[src/rtl/lbm_stream_unpacker_if.sv]
// AXI-Stream beat channel carrying one packed lattice cell per beat.
// Driven by the DMA side (master), consumed by the unpacker (slave).
interface lbm_stream_unpacker_if #(
  parameter int BEAT_WIDTH = 144
) ();
  logic                  tvalid;
  logic [BEAT_WIDTH-1:0] tdata;
  logic                  tlast;
  logic                  tready;

  modport master (output tvalid, output tdata, output tlast, input tready);
  modport slave  (input tvalid, input tdata, input tlast, output tready);
endinterface

[src/rtl/lbm_stream_unpacker.sv]
// Unpacks one lattice cell per AXI-Stream beat into a registered write word plus cell address.
// Latency 1 cycle (accept -> wr_en); tready drops combinationally while the held word is stalled.
module lbm_stream_unpacker #(
  parameter int DATA_WIDTH      = 16,
  parameter int NUM_DIR         = 9,
  parameter int DEPTH           = 2500,
  parameter int ADDRESS_WIDTH   = 12,
  parameter int FRAME_CNT_WIDTH = 16
) (
  input  logic                             m00_axis_aclk,
  input  logic                             m00_axis_aresetn,
  lbm_stream_unpacker_if.slave             m00_axis,
  input  logic                             wr_ready,
  input  logic                             clear_err,
  output logic                             wr_en,
  output logic [NUM_DIR*DATA_WIDTH-1:0]    wr_data,
  output logic [ADDRESS_WIDTH-1:0]         wr_addr,
  output logic                             frame_done,
  output logic                             err_short,
  output logic                             err_long,
  output logic [FRAME_CNT_WIDTH-1:0]       frame_count
);

  localparam logic [ADDRESS_WIDTH-1:0] LAST_IDX = ADDRESS_WIDTH'(DEPTH - 1);

  typedef enum logic [1:0] {IDLE, RECV, FLUSH} state_t;

  state_t                   state, state_nxt;
  logic [ADDRESS_WIDTH-1:0] cnt, cnt_nxt;
  logic                     stall;
  logic                     accept;
  logic                     load;
  logic                     done_nxt;
  logic                     good;
  logic                     set_short;
  logic                     set_long;

  assign stall           = wr_en & ~wr_ready;
  // tready depends only on state and the holding stage, never on tvalid
  assign m00_axis.tready = (state == FLUSH) | ((state == RECV) & ~stall);
  assign accept          = m00_axis.tvalid & m00_axis.tready;

  always_comb begin
    state_nxt = state;
    cnt_nxt   = cnt;
    load      = 1'b0;
    done_nxt  = 1'b0;
    good      = 1'b0;
    set_short = 1'b0;
    set_long  = 1'b0;
    case (state)
      IDLE: begin
        cnt_nxt = '0;
        if (m00_axis.tvalid) state_nxt = RECV;
      end
      RECV: begin
        if (accept) begin
          load = 1'b1;
          if (m00_axis.tlast) begin
            cnt_nxt   = '0;
            state_nxt = IDLE;
            done_nxt  = 1'b1;
            good      = (cnt == LAST_IDX);
            set_short = (cnt != LAST_IDX);
          end else if (cnt == LAST_IDX) begin
            cnt_nxt   = '0;
            state_nxt = FLUSH;
            set_long  = 1'b1;
          end else begin
            cnt_nxt = cnt + ADDRESS_WIDTH'(1);
          end
        end
      end
      FLUSH: begin
        if (accept && m00_axis.tlast) begin
          state_nxt = IDLE;
          done_nxt  = 1'b1;
        end
      end
      default: begin
        state_nxt = IDLE;
        cnt_nxt   = '0;
      end
    endcase
  end

  always_ff @(posedge m00_axis_aclk or negedge m00_axis_aresetn) begin
    if (!m00_axis_aresetn) begin
      state <= IDLE;
      cnt   <= '0;
    end else begin
      state <= state_nxt;
      cnt   <= cnt_nxt;
    end
  end

  always_ff @(posedge m00_axis_aclk or negedge m00_axis_aresetn) begin
    if (!m00_axis_aresetn) begin
      wr_en       <= 1'b0;
      wr_data     <= '0;
      wr_addr     <= '0;
      frame_done  <= 1'b0;
      err_short   <= 1'b0;
      err_long    <= 1'b0;
      frame_count <= '0;
    end else begin
      if (load) begin
        wr_en   <= 1'b1;
        wr_data <= m00_axis.tdata;
        wr_addr <= cnt;
      end else if (wr_en && wr_ready) begin
        wr_en <= 1'b0;
      end
      frame_done <= done_nxt;
      // a flag being set on the same edge takes priority over clear_err
      err_short  <= set_short | (err_short & ~clear_err);
      err_long   <= set_long | (err_long & ~clear_err);
      if (good) frame_count <= frame_count + FRAME_CNT_WIDTH'(1);
    end
  end

endmodule

[src/flat_wrapper.sv]
// flat-port wrapper written by rule: the top's interface ports become plain ports
module lbm_stream_unpacker_flat 
#(
  parameter int DATA_WIDTH      = 16,
  parameter int NUM_DIR         = 9,
  parameter int DEPTH           = 2500,
  parameter int ADDRESS_WIDTH   = 12,
  parameter int FRAME_CNT_WIDTH = 16
)
  (m00_axis_aclk, m00_axis_aresetn, wr_ready, clear_err, wr_en, wr_data, wr_addr, frame_done, err_short, err_long, frame_count, m00_axis_tvalid, m00_axis_tdata, m00_axis_tlast, m00_axis_tready);
  lbm_stream_unpacker_if #(.BEAT_WIDTH(144)) m00_axis_i ();
  input  logic m00_axis_aclk;
  input  logic m00_axis_aresetn;
  input  logic wr_ready;
  input  logic clear_err;
  output logic wr_en;
  output logic [NUM_DIR*DATA_WIDTH-1:0] wr_data;
  output logic [ADDRESS_WIDTH-1:0] wr_addr;
  output logic frame_done;
  output logic err_short;
  output logic err_long;
  output logic [FRAME_CNT_WIDTH-1:0] frame_count;
  input wire logic [$bits(m00_axis_i.tvalid)-1:0] m00_axis_tvalid;
  input wire logic [$bits(m00_axis_i.tdata)-1:0] m00_axis_tdata;
  input wire logic [$bits(m00_axis_i.tlast)-1:0] m00_axis_tlast;
  output wire logic [$bits(m00_axis_i.tready)-1:0] m00_axis_tready;
  assign m00_axis_i.tvalid = m00_axis_tvalid;
  assign m00_axis_i.tdata = m00_axis_tdata;
  assign m00_axis_i.tlast = m00_axis_tlast;
  assign m00_axis_tready = m00_axis_i.tready;
  lbm_stream_unpacker #(.DATA_WIDTH(DATA_WIDTH), .NUM_DIR(NUM_DIR), .DEPTH(DEPTH), .ADDRESS_WIDTH(ADDRESS_WIDTH), .FRAME_CNT_WIDTH(FRAME_CNT_WIDTH)) u_core (.m00_axis_aclk(m00_axis_aclk), .m00_axis_aresetn(m00_axis_aresetn), .m00_axis(m00_axis_i), .wr_ready(wr_ready), .clear_err(clear_err), .wr_en(wr_en), .wr_data(wr_data), .wr_addr(wr_addr), .frame_done(frame_done), .err_short(err_short), .err_long(err_long), .frame_count(frame_count));
endmodule
[config.mk]
export PLATFORM = sky130hd
export DESIGN_NAME = lbm_stream_unpacker_flat
export DESIGN_NICKNAME = d
export VERILOG_FILES = /design/src/rtl/lbm_stream_unpacker_if.sv /design/src/rtl/lbm_stream_unpacker.sv /design/src/flat_wrapper.sv
export SDC_FILE = /design/constraint.sdc
export NUM_CORES = 1
export LEC_CHECK = 0
export BUFFER_PORTS_ARGS = -buffer_cell sky130_fd_sc_hd__buf_2
export CAP_MARGIN = 20
export CORE_ASPECT_RATIO = 0.5
export CORE_MARGIN = 2
export CORE_UTILIZATION = 48
export CTS_CLUSTER_DIAMETER = 200
export DETAILED_ROUTE_END_ITERATION = 12
export PLACE_DENSITY = 0.91
export REMOVE_ABC_BUFFERS = 1
export SYNTH_ARGS = -nofsm -noshare
export SYNTH_HDL_FRONTEND = slang
export SYNTH_SLANG_ARGS = --single-unit
export TNS_END_PERCENT = 20
[constraint.sdc]
create_clock -name m00_axis_aclk -period 2.49 [get_ports m00_axis_aclk]
set_input_delay 0.249 -clock m00_axis_aclk [delete_from_list [all_inputs] [get_ports m00_axis_aclk]]
set_output_delay 0.249 -clock m00_axis_aclk [all_outputs]
set_load 0.1 [all_outputs]
==> results of run 1 <==
## flip-flops by register name, indices dropped and copies added, names as in the netlist
| signal | count |
|---|---|
| u_core.wr_en | 1 |
| u_core.err_long | 1 |
| u_core.wr_addr | 12 |
| u_core.err_short | 1 |
| u_core.frame_done | 1 |
| u_core.cnt | 12 |
| u_core.frame_count | 16 |
| u_core.state | 2 |
| u_core.wr_data | 144 |
## final cells by class
class | count | area [µm²]
clock buffers | 20 | 457
multi-input cells | 296 | 2720
fillers | 1219 | 5470
inverters | 7 | 26.3
clock inverters | 12 | 103
repair buffers | 335 | 1750
well taps | 204 | 255
flip-flops and latches | 190 | 4750
## routing by layer
metal | wire length (µm) | share of wire, % | vias to the layer above | track usage, %
met5 | 0 | 0 | - | 0
met4 | 290 | 1.5 | 0 | 6.20
met3 | 727 | 3.8 | 26 | 4.91
met2 | 10400 | 54 | 142 | 40.5
met1 | 7830 | 41 | 2838 | 27.5
li1 | - | - | 2539 | -
## worst max-delay path by stage
stage,end,slack [ns]
after floorplan,u_core.wr_addr[0]$_DFFE_PN0P_,-6.03
after global placement,u_core.frame_count[1]$_DFFE_PN0P_,0.36
after detailed placement,u_core.frame_count[1]$_DFFE_PN0P_,0.27
after CTS,u_core.frame_count[1]$_DFFE_PN0P_,0.26
after global routing,u_core.frame_count[1]$_DFFE_PN0P_,0.12
final,u_core.frame_count[1]$_DFFE_PN0P_,0.25
## cell usage after synthesis (all sizes together), types with 2 or more instances
master  count  area [µm²]
dfrtp     190        4750
mux2      159        1790
buf        21         189
nand3      19        95.1
xnor2      15         131
a31oi      13        81.3
nand4      10        68.8
nand2       9        33.8
inv         7        26.3
nor2        7        26.3
nor3        7        35.0
ha          6        75.1
o21ai       6        30.0
and3        5        31.3
and4        5        43.8
nor4        5        31.3
and2        3        18.8
clkbuf      3        11.3
nor2b       3        18.8
a211oi      2        20.0
and2b       2        15.0
nand2b      2        12.5
o211ai      2        15.0
o31ai       2        15.0
## kinds of logic after synthesis
group / count (synthesis) / synth area share [%]
flops: 190 / 61.8
mux: 159 / 23.3
compound gates: 32 / 2.91
simple gates: 84 / 6.42
buf+inv: 31 / 2.94
fa+ha+maj: 6 / 0.975
xor+xnor: 15 / 1.71
## critical path, stage by stage, from the launching register on
cell      delay, ns
dfrtp_1        0.43
ha_1           0.27
nor4bb_1       0.29
and4_1         0.62
nand2_1        0.20
mux2_2         0.31
## metrics by stage
stage | setup slack (ns) | setup TNS [ns] | utilization (%)
4_1_cts | 0.262 | 0 | 64.8
6_report | 0.246 | 0 | 64.8
3_3_place_gp | 0.356 | 0 | 61.1
3_5_place_dp | 0.270 | 0 | 61.1
2_1_floorplan | -6.03 | -941.23 | -
5_1_grt | 0.123 | 0 | 64.8
## what timing repair did
item                                   in CTS  in global routing
gates resized for setup                     0                  0
hold buffers                                1                  0
setup endpoints to repair                   0                  0
endpoints found under the hold margin      68                  0
==> reports/qor.txt, run 1 <==
Die W -> 183 µm
Crit path from -> u_core.cnt[0]$_DFFE_PN0P_
Async S/R FF share, synth -> 100%
CTS tree -> built
DP Area -> 9490 µm²
Synth unique cells -> 42
Fmax -> 446 MHz
Die Ht -> 93.5 µm
Longest Clk Path Bufs -> 2
Final instance area -> 10,100 µm²
Cells after synthesis -> 517
Worst hold slack -> 0.0227 ns
Vias -> 5,545
Critical path arrival -> 2.54 ns
Full die area -> 17,100 µm²
Synth Register Bits -> 190
Tot GR Track Use -> 22.5%
R2R Setup Slk -> 0.25 ns
Maxcap violations -> 0
Core area -> 15,500 µm²
Crit end category -> flop
Share of layout cells above drive strength 1 -> 61.7%
Unrepaired setup endpoints after global routing -> false
Min-delay worst type -> primary input to flop
Register area share after synthesis -> 61.8%
Yosys warning count -> 0
Pin count of the biggest net entering global routing -> 79
Commonest cells after routing, fill and taps aside -> 325 x buf_2, 190 x dfrtp_1, 159 x mux2_2
H-Tree Depth -> 4
Hold path depth -> 2
Crit path launch type -> flop
Hold Vio Cnt, Final -> 0
I/O Buffers -> 326
Area Overhead vs Synth -> 30.8%
Placement Rows -> 32
DPL Wire Length -> 14.6 mm
Crit share post-route -> 90.1%
Fin crit period -> 2.24 ns
Initial antenna violation count -> 0
Worst R2R Path Depth -> 5
Routed Antenna Nets -> 0
Placed Cells -> 1,031
Reg clk slew, reported paths -> 0.07 ns
Post-synth top flop -> dfrtp_1
Critical path class -> flop to flop
WP data required -> 2.79 ns
Nets -> 1,003
Root Driver -> clkbuf_16
Postcts setup bufs -> 0
Vias in the first global route -> 5,691
Netlist Area Pre-Place -> 7700 µm²
Number of flops mapped to enable cells by yosys -> 0
First drt pass iteration count -> 7
Final cell count without fillers -> 1,064
Most common cell after layout, fill and taps aside -> buf_2
# clock sinks -> 190
GR Overflow Total -> 0
Total Wirelength -> 19.3 mm
Clock skew -> 0.0110 ns
Reg-to-reg critical path endpoint -> u_core.frame_count[1]$_DFFE_PN0P_
Slew Viols, Final -> 0
Initial DRC count -> 327
Vias/cell -> 5.21
Avg WL per Cell -> 18.1 µm
CP Max Fanout -> 17
Status -> completed
Reg-to-reg startpoint -> u_core.cnt[0]$_DFFE_PN0P_
CTS buffer count -> 17
First-pass GRT wire length -> 29.8 mm
Gpl congestion -> 0.831
DR DRC count -> 0
Slew Limit Headroom -> 53.4%
Diode count -> 0
Avg Cell Area, Syn -> 14.9 µm²
I/O pins -> 327
End of the worst hold path -> u_core.err_short$_DFF_PN0_
Clk_lat worst skew -> 0.41 ns
Endpoints failing setup -> 0
Initial core utilization -> 49.5%
Measured slew at the worst slew-check pin -> 0.698 ns
Worst Hold Launch -> clear_err
Power of run 1 is left out: the tool's default activity adds up to more than one toggle a clock period on the data nets, which glitch-free logic cannot reach.
==> run 2: changes to the inputs <==
--- a/config.mk
+++ b/config.mk
@@ -10,8 +10,8 @@
 export CORE_ASPECT_RATIO = 0.5
 export CORE_MARGIN = 2
-export CORE_UTILIZATION = 48
+export CORE_UTILIZATION = 50
 export CTS_CLUSTER_DIAMETER = 200
 export DETAILED_ROUTE_END_ITERATION = 12
-export PLACE_DENSITY = 0.91
+export PLACE_DENSITY = 0.94
 export REMOVE_ABC_BUFFERS = 1
 export SYNTH_ARGS = -nofsm -noshare
==> constraint.sdc (replaced) <==
create_clock -name m00_axis_aclk -period 2.6 [get_ports m00_axis_aclk]
set_input_delay 0.78 -clock m00_axis_aclk [delete_from_list [all_inputs] [get_ports m00_axis_aclk]]
set_output_delay 0.78 -clock m00_axis_aclk [all_outputs]
set_load 0.1 [all_outputs]
==> run 2 against run 1 <==
  * Via count is 0.40% higher
  * Critical path depth fell by 1
  * Final cell count is 0.47% lower
  * Worst setup slack worse by 0.074 ns
  * Largest cell class unchanged
  * Highest routed layer unchanged
==> reports/qor.txt, run 2 (synthesis results as in run 1) <==
Core area -> 14,700 µm² (-5.1%)
Die W -> 179 µm (-2.0%)
Initial DRC count -> 256 (-22%)
Slew Limit Headroom -> 47.6% (-5.8 points)
Reg-to-reg startpoint -> u_core.state[0]$_DFFE_PN0P_
Reg clk slew, reported paths -> 0.07 ns (about the same)
WP data required -> 1.82 ns (-0.97 ns)
First drt pass iteration count -> 4 (-3)
Most flops, register -> u_core.wr_data
Pre-CTS WS -> 0.284 ns (+0.0139 ns)
Endpoints failing setup -> 0 (unchanged)
Slew Viols, Final -> 0 (unchanged)
CTS tree -> built
R2R Setup Slk -> 0.49 ns (+0.24 ns)
Vias in the first global route -> 5,798 (+1.9%)
GR Overflow Total -> 0 (unchanged)
Hold Vio Cnt, Final -> 0 (unchanged)
CP Max Fanout -> 12 (-5)
Largest register FFs -> 144 (unchanged)
Area Overhead vs Synth -> 31.5%
Vias/cell -> 5.26 (+0.87%)
Worst R2R Path Depth -> 6 (+1)
Critical path class -> flop to output pin
Maxcap violations -> 0 (unchanged)
Die Ht -> 91.7 µm (-1.9%)
Nets -> 1,005 (+0.20%)
DPL Wire Length -> 14.8 mm (+1.5%)
# clock sinks -> 190 (unchanged)
Status -> completed
I/O pins -> 327 (unchanged)
I/O Buffers -> 326 (unchanged)
Min-delay worst type -> primary input to async pin
Measured slew at the worst slew-check pin -> 0.779 ns (+0.0808 ns)
Fin util -> 68.6% (+3.9 points)
DR DRC count -> 0 (unchanged)
H-Tree Depth -> 4 (unchanged)
Longest Clk Path Bufs -> 2 (unchanged)
Commonest cells after routing, fill and taps aside -> 324 x buf_2, 190 x dfrtp_1, 159 x mux2_2
Reg-to-reg critical path endpoint -> u_core.frame_count[14]$_DFFE_PN0P_
Clk_lat worst skew -> 0.42 ns (about the same)
Largest regs -> u_core.wr_data: 144 flops, u_core.frame_count: 16 flops
Crit share post-route -> 93.4%
Fmax -> 412 MHz
First-pass GRT wire length -> 30.7 mm (+2.9%)
Avg WL per Cell -> 18.3 µm (+1.0%)
Root Driver -> clkbuf_16
Diode count -> 0 (unchanged)
Full die area -> 16,500 µm² (-3.9%)
CTS buffer count -> 17 (unchanged)
Most common cell after layout, fill and taps aside -> buf_2
Tot GR Track Use -> 23.5% (+1.1 points)
Gpl congestion -> 0.851 (+2.4%)
Share of layout cells above drive strength 1 -> 62.1% (+0.39 points)
Final cell count without fillers -> 1,059 (-0.47%)
Clock skew -> 0.0167 ns (+0.00562 ns)
Placement Rows -> 31 (-3.1%)
Pin count of the biggest net entering global routing -> 80 (+1.3%)
Final WS setup -> 0.172 ns (-0.0736 ns)
Initial antenna violation count -> 0 (unchanged)
Placed Cells -> 1,028 (-0.29%)
Crit end category -> output pin
Unrepaired setup endpoints after global routing -> false
Routed Antenna Nets -> 0 (unchanged)
Fin crit period -> 2.43 ns
Vias -> 5,567 (+0.40%)
Post-CTS Hold Buffers -> 0 (-1)
Total Wirelength -> 19.4 mm (+0.55%)
Postcts setup bufs -> 0 (unchanged)
Crit path launch type -> flop
Initial core utilization -> 52.2% (+2.7 points)
Critical path arrival -> 1.65 ns (-0.89 ns)
==> run 2: cell types whose count changed in the layout (fill, tap and decap cells not counted) <==
cell and delta:
buf_12 +3, buf_2 -1, buf_4 +1, clkbuf_1 -1, clkbuf_8 -1, clkinv_2 -1, clkinv_4 +2, clkinv_8 +1
clkinvlp_4 -1, dlygate4sd3_1 -1, ha_1 -1, ha_2 +1, inv_6 -1, inv_8 +1
==> run 2: cell type report <==
cell class	instances	area (µm²)
inverters	7	26.3
repair buffers	337	1800
well taps	198	248
clock inverters	13	126
multi-input cells	296	2730
clock buffers	18	439
flip-flops and latches	190	4750
fillers	1126	4620
==> run 2: timing repair <==
item,CTS,global route
hold endpoints to repair,0,0
resized for setup,0,1
setup endpoints to repair,0,1
==> run 2: worst max path at each step <==
stage	from	to	cells past startpoint	slack, ns
after floorplan	u_core.wr_en$_DFFE_PN0P_	u_core.wr_addr[0]$_DFFE_PN0P_	3	-5.92
after global placement	wr_ready	m00_axis_tready	4	0.31
after detailed placement	wr_ready	m00_axis_tready	4	0.28
after CTS	u_core.state[0]$_DFFE_PN0P_	m00_axis_tready	4	0.04
after global routing	u_core.state[1]$_DFFE_PN0P_	m00_axis_tready	4	0.07
final	u_core.state[0]$_DFFE_PN0P_	m00_axis_tready	4	0.17
==> run 2: metrics by stage <==
step                instance area [µm²]  hold slack (ns)  TNS (ns)
floorplan                          7500            0.484   -924.07
global placement                   9550            0.466         0
detailed placement                 9550            0.470         0
CTS                               10100            0.342         0
global route                      10100            0.357         0
finish                            10100            0.329         0
==> run 2: routing by layer <==
layer  GRT usage (%)  vias to the layer above  share of wire (%)
li1                -                     2552                  -
met1            28.3                     2840                 39
met2            43.9                      142                 55
met3            3.93                       33                3.4
met4            6.91                        0                1.7
met5               0                        -                  0
==> run 2: critical path, stage by stage, from the launching register on <==
cell     delay, ns
dfrtp_1       0.40
inv_1         0.10
ha_2          0.33
a21o_1        0.21
buf_12        0.20
Power of run 2 is left out for the same reason.
==> run 3: changes to the inputs <==
- REMOVE_ABC_BUFFERS: 1 -> not set
==> run 3 against run 2 <==
  * Worst setup slack got worse by 0.031 ns
  * Register-to-register slack got worse by 0.03 ns
  * Critical path depth rose by 1
  * Global-route usage fell by 0.97 points
  * Sequential share of layout area fell by 0.43 points
  * Maximum frequency fell by 1.3%
  * Count of clock-buffer cells in the layout fell by 1
  * Worst hold slack got worse by 0.046 ns
  * Critical endpoint unchanged
  * First-iteration DRC count rose by 5.5%
  * Flip-flop and latch count did not move
  * Largest cell class unchanged
  * Die area did not move
==> reports/qor.txt, run 3 (synthesis results as in run 1) <==
Status -> completed
Maxcap violations -> 0 (unchanged)
DP Area -> 9590 µm² (+0.47%)
Final instance area -> 10,200 µm² (+0.92%)
DPL Wire Length -> 13.7 mm (-7.3%)
Largest regs -> u_core.wr_data: 144 flops, u_core.frame_count: 16 flops
Vias in the first global route -> 5,912 (+2.0%)
Fmax -> 407 MHz (-1.3%)
Core area -> 14,700 µm² (unchanged)
I/O pins -> 327 (unchanged)
Reg-to-reg critical path endpoint -> u_core.wr_data[59]$_DFFE_PN0P_
Post-CTS Hold Buffers -> 0 (unchanged)
Diode count -> 0 (unchanged)
Die W -> 179 µm (unchanged)
CTS tree -> built
Fill count -> 1,039 (-7.7%)
Initial core utilization -> 52.2% (unchanged)
Vias/cell -> 5.21 (-0.85%)
Slew Limit Headroom -> 65.4% (+18 points)
Reg-to-reg startpoint -> u_core.state[1]$_DFFE_PN0P_
Largest register FFs -> 144 (unchanged)
Initial antenna violation count -> 0 (unchanged)
Crit share post-route -> 94.6% (+1.2 points)
Gpl congestion -> 0.832 (-2.2%)
Placement Rows -> 31 (unchanged)
CTS buffer count -> 17 (unchanged)
Crit path from -> u_core.state[0]$_DFFE_PN0P_
CP Max Fanout -> 11 (-1)
Min-delay worst type -> primary input to async pin
Fin util -> 69.3% (+0.63 points)
First-pass GRT wire length -> 29.9 mm (-2.7%)
Pre-CTS WS -> 0.290 ns (+0.00679 ns)
Most common cell after layout, fill and taps aside -> buf_2
Area Overhead vs Synth -> 32.7%
Share of layout cells above drive strength 1 -> 62.3% (+0.19 points)
Avg WL per Cell -> 17.1 µm (-6.5%)
Measured slew at the worst slew-check pin -> 0.522 ns (-0.257 ns)
Endpoints failing setup -> 0 (unchanged)
DR DRC count -> 0 (unchanged)
Nets -> 1,011 (+0.60%)
Total Wirelength -> 18.3 mm (-5.8%)
Commonest cells after routing, fill and taps aside -> 324 x buf_2, 190 x dfrtp_1, 159 x mux2_2
Pin count of the biggest net entering global routing -> 78 (-2.5%)
Die Ht -> 91.7 µm (unchanged)
GR Overflow Total -> 0 (unchanged)
Longest Clk Path Bufs -> 2 (unchanged)
Routed Antenna Nets -> 0 (unchanged)
Full die area -> 16,500 µm² (unchanged)
# clock sinks -> 190 (unchanged)
Clock skew -> 0.0138 ns (-0.00284 ns)
Unrepaired setup endpoints after global routing -> false
WP data required -> 1.82 ns (about the same)
Critical path class -> flop to output pin
I/O Buffers -> 326 (unchanged)
First drt pass iteration count -> 5 (+1)
Crit path launch type -> flop
Clk_lat worst skew -> 0.41 ns (about the same)
Worst Setup EP -> m00_axis_tready
Post-Syn Nets -> 673
Vias -> 5,556 (-0.20%)
Slew Viols, Final -> 0 (unchanged)
Postcts setup bufs -> 0 (unchanged)
Most flops, register -> u_core.wr_data
Crit end category -> output pin
Root Driver -> clkbuf_16
Final WS setup -> 0.141 ns (-0.0309 ns)
Critical path arrival -> 1.68 ns (+0.03 ns)
Reg clk slew, reported paths -> 0.07 ns (about the same)
Tot GR Track Use -> 22.6% (-0.97 points)
Worst R2R Path Depth -> 6 (unchanged)
Initial DRC count -> 270 (+5.5%)
CTS resizes -> 0 (unchanged)
Fin crit period -> 2.46 ns (+0.0309 ns)
Register area -> 4750 µm² (unchanged)
Multi-input gate area -> 2720 µm² (about the same)
H-Tree Depth -> 4 (unchanged)
Hold Vio Cnt, Final -> 0 (unchanged)
Setup TNS -> 0 ns (unchanged)
R2R Setup Slk -> 0.46 ns (-0.03 ns)
## run 3: worst min-delay path by stage
stage / from / endpoint / slack, ns / cells after the start
after floorplan: m00_axis_aresetn / u_core.cnt[0]$_DFFE_PN0P_ / 0.48 / 0
after global placement: u_core.frame_count[15]$_DFFE_PN0P_ / u_core.frame_count[15]$_DFFE_PN0P_ / 0.46 / 1
after detailed placement: u_core.frame_count[15]$_DFFE_PN0P_ / u_core.frame_count[15]$_DFFE_PN0P_ / 0.46 / 1
after CTS: m00_axis_aresetn / u_core.frame_count[6]$_DFFE_PN0P_ / 0.28 / 1
after global routing: m00_axis_aresetn / u_core.frame_count[6]$_DFFE_PN0P_ / 0.29 / 1
final: m00_axis_aresetn / u_core.frame_count[6]$_DFFE_PN0P_ / 0.28 / 1
## run 3: layer usage
| layer | GRT usage [%] | vias to the layer above | share of wire [%] |
|---|---|---|---|
| met5 | 0 | - | 0 |
| met4 | 8.40 | 0 | 2.6 |
| met3 | 4.49 | 39 | 4.6 |
| met2 | 41.5 | 194 | 54 |
| met1 | 26.4 | 2783 | 39 |
| li1 | - | 2540 | - |
## run 3: stage by stage
stage	hold WS [ns]	instances
after global placement	0.461	1034
final	0.283	1066
after detailed placement	0.465	1034
after CTS	0.284	1066
after global routing	0.294	1066
after floorplan	0.484	517
## run 3: worst max-delay path, stage by stage (launching register included)
cell	delay [ns]
dfrtp_1	0.40
inv_1	0.11
ha_1	0.19
buf_4	0.19
a21o_1	0.18
buf_12	0.19
## run 3: final cells by class
| type | count | share of cell area [%] |
|---|---|---|
| clock inverter | 15 | 1.86 |
| inverter | 7 | 0.257 |
| multi-input combinational | 296 | 26.7 |
| clock buffer | 17 | 4.17 |
| tap | 198 | 2.43 |
| timing repair buffer | 343 | 18.1 |
| sequential | 190 | 46.6 |
Power of run 3 is left out for the same reason.
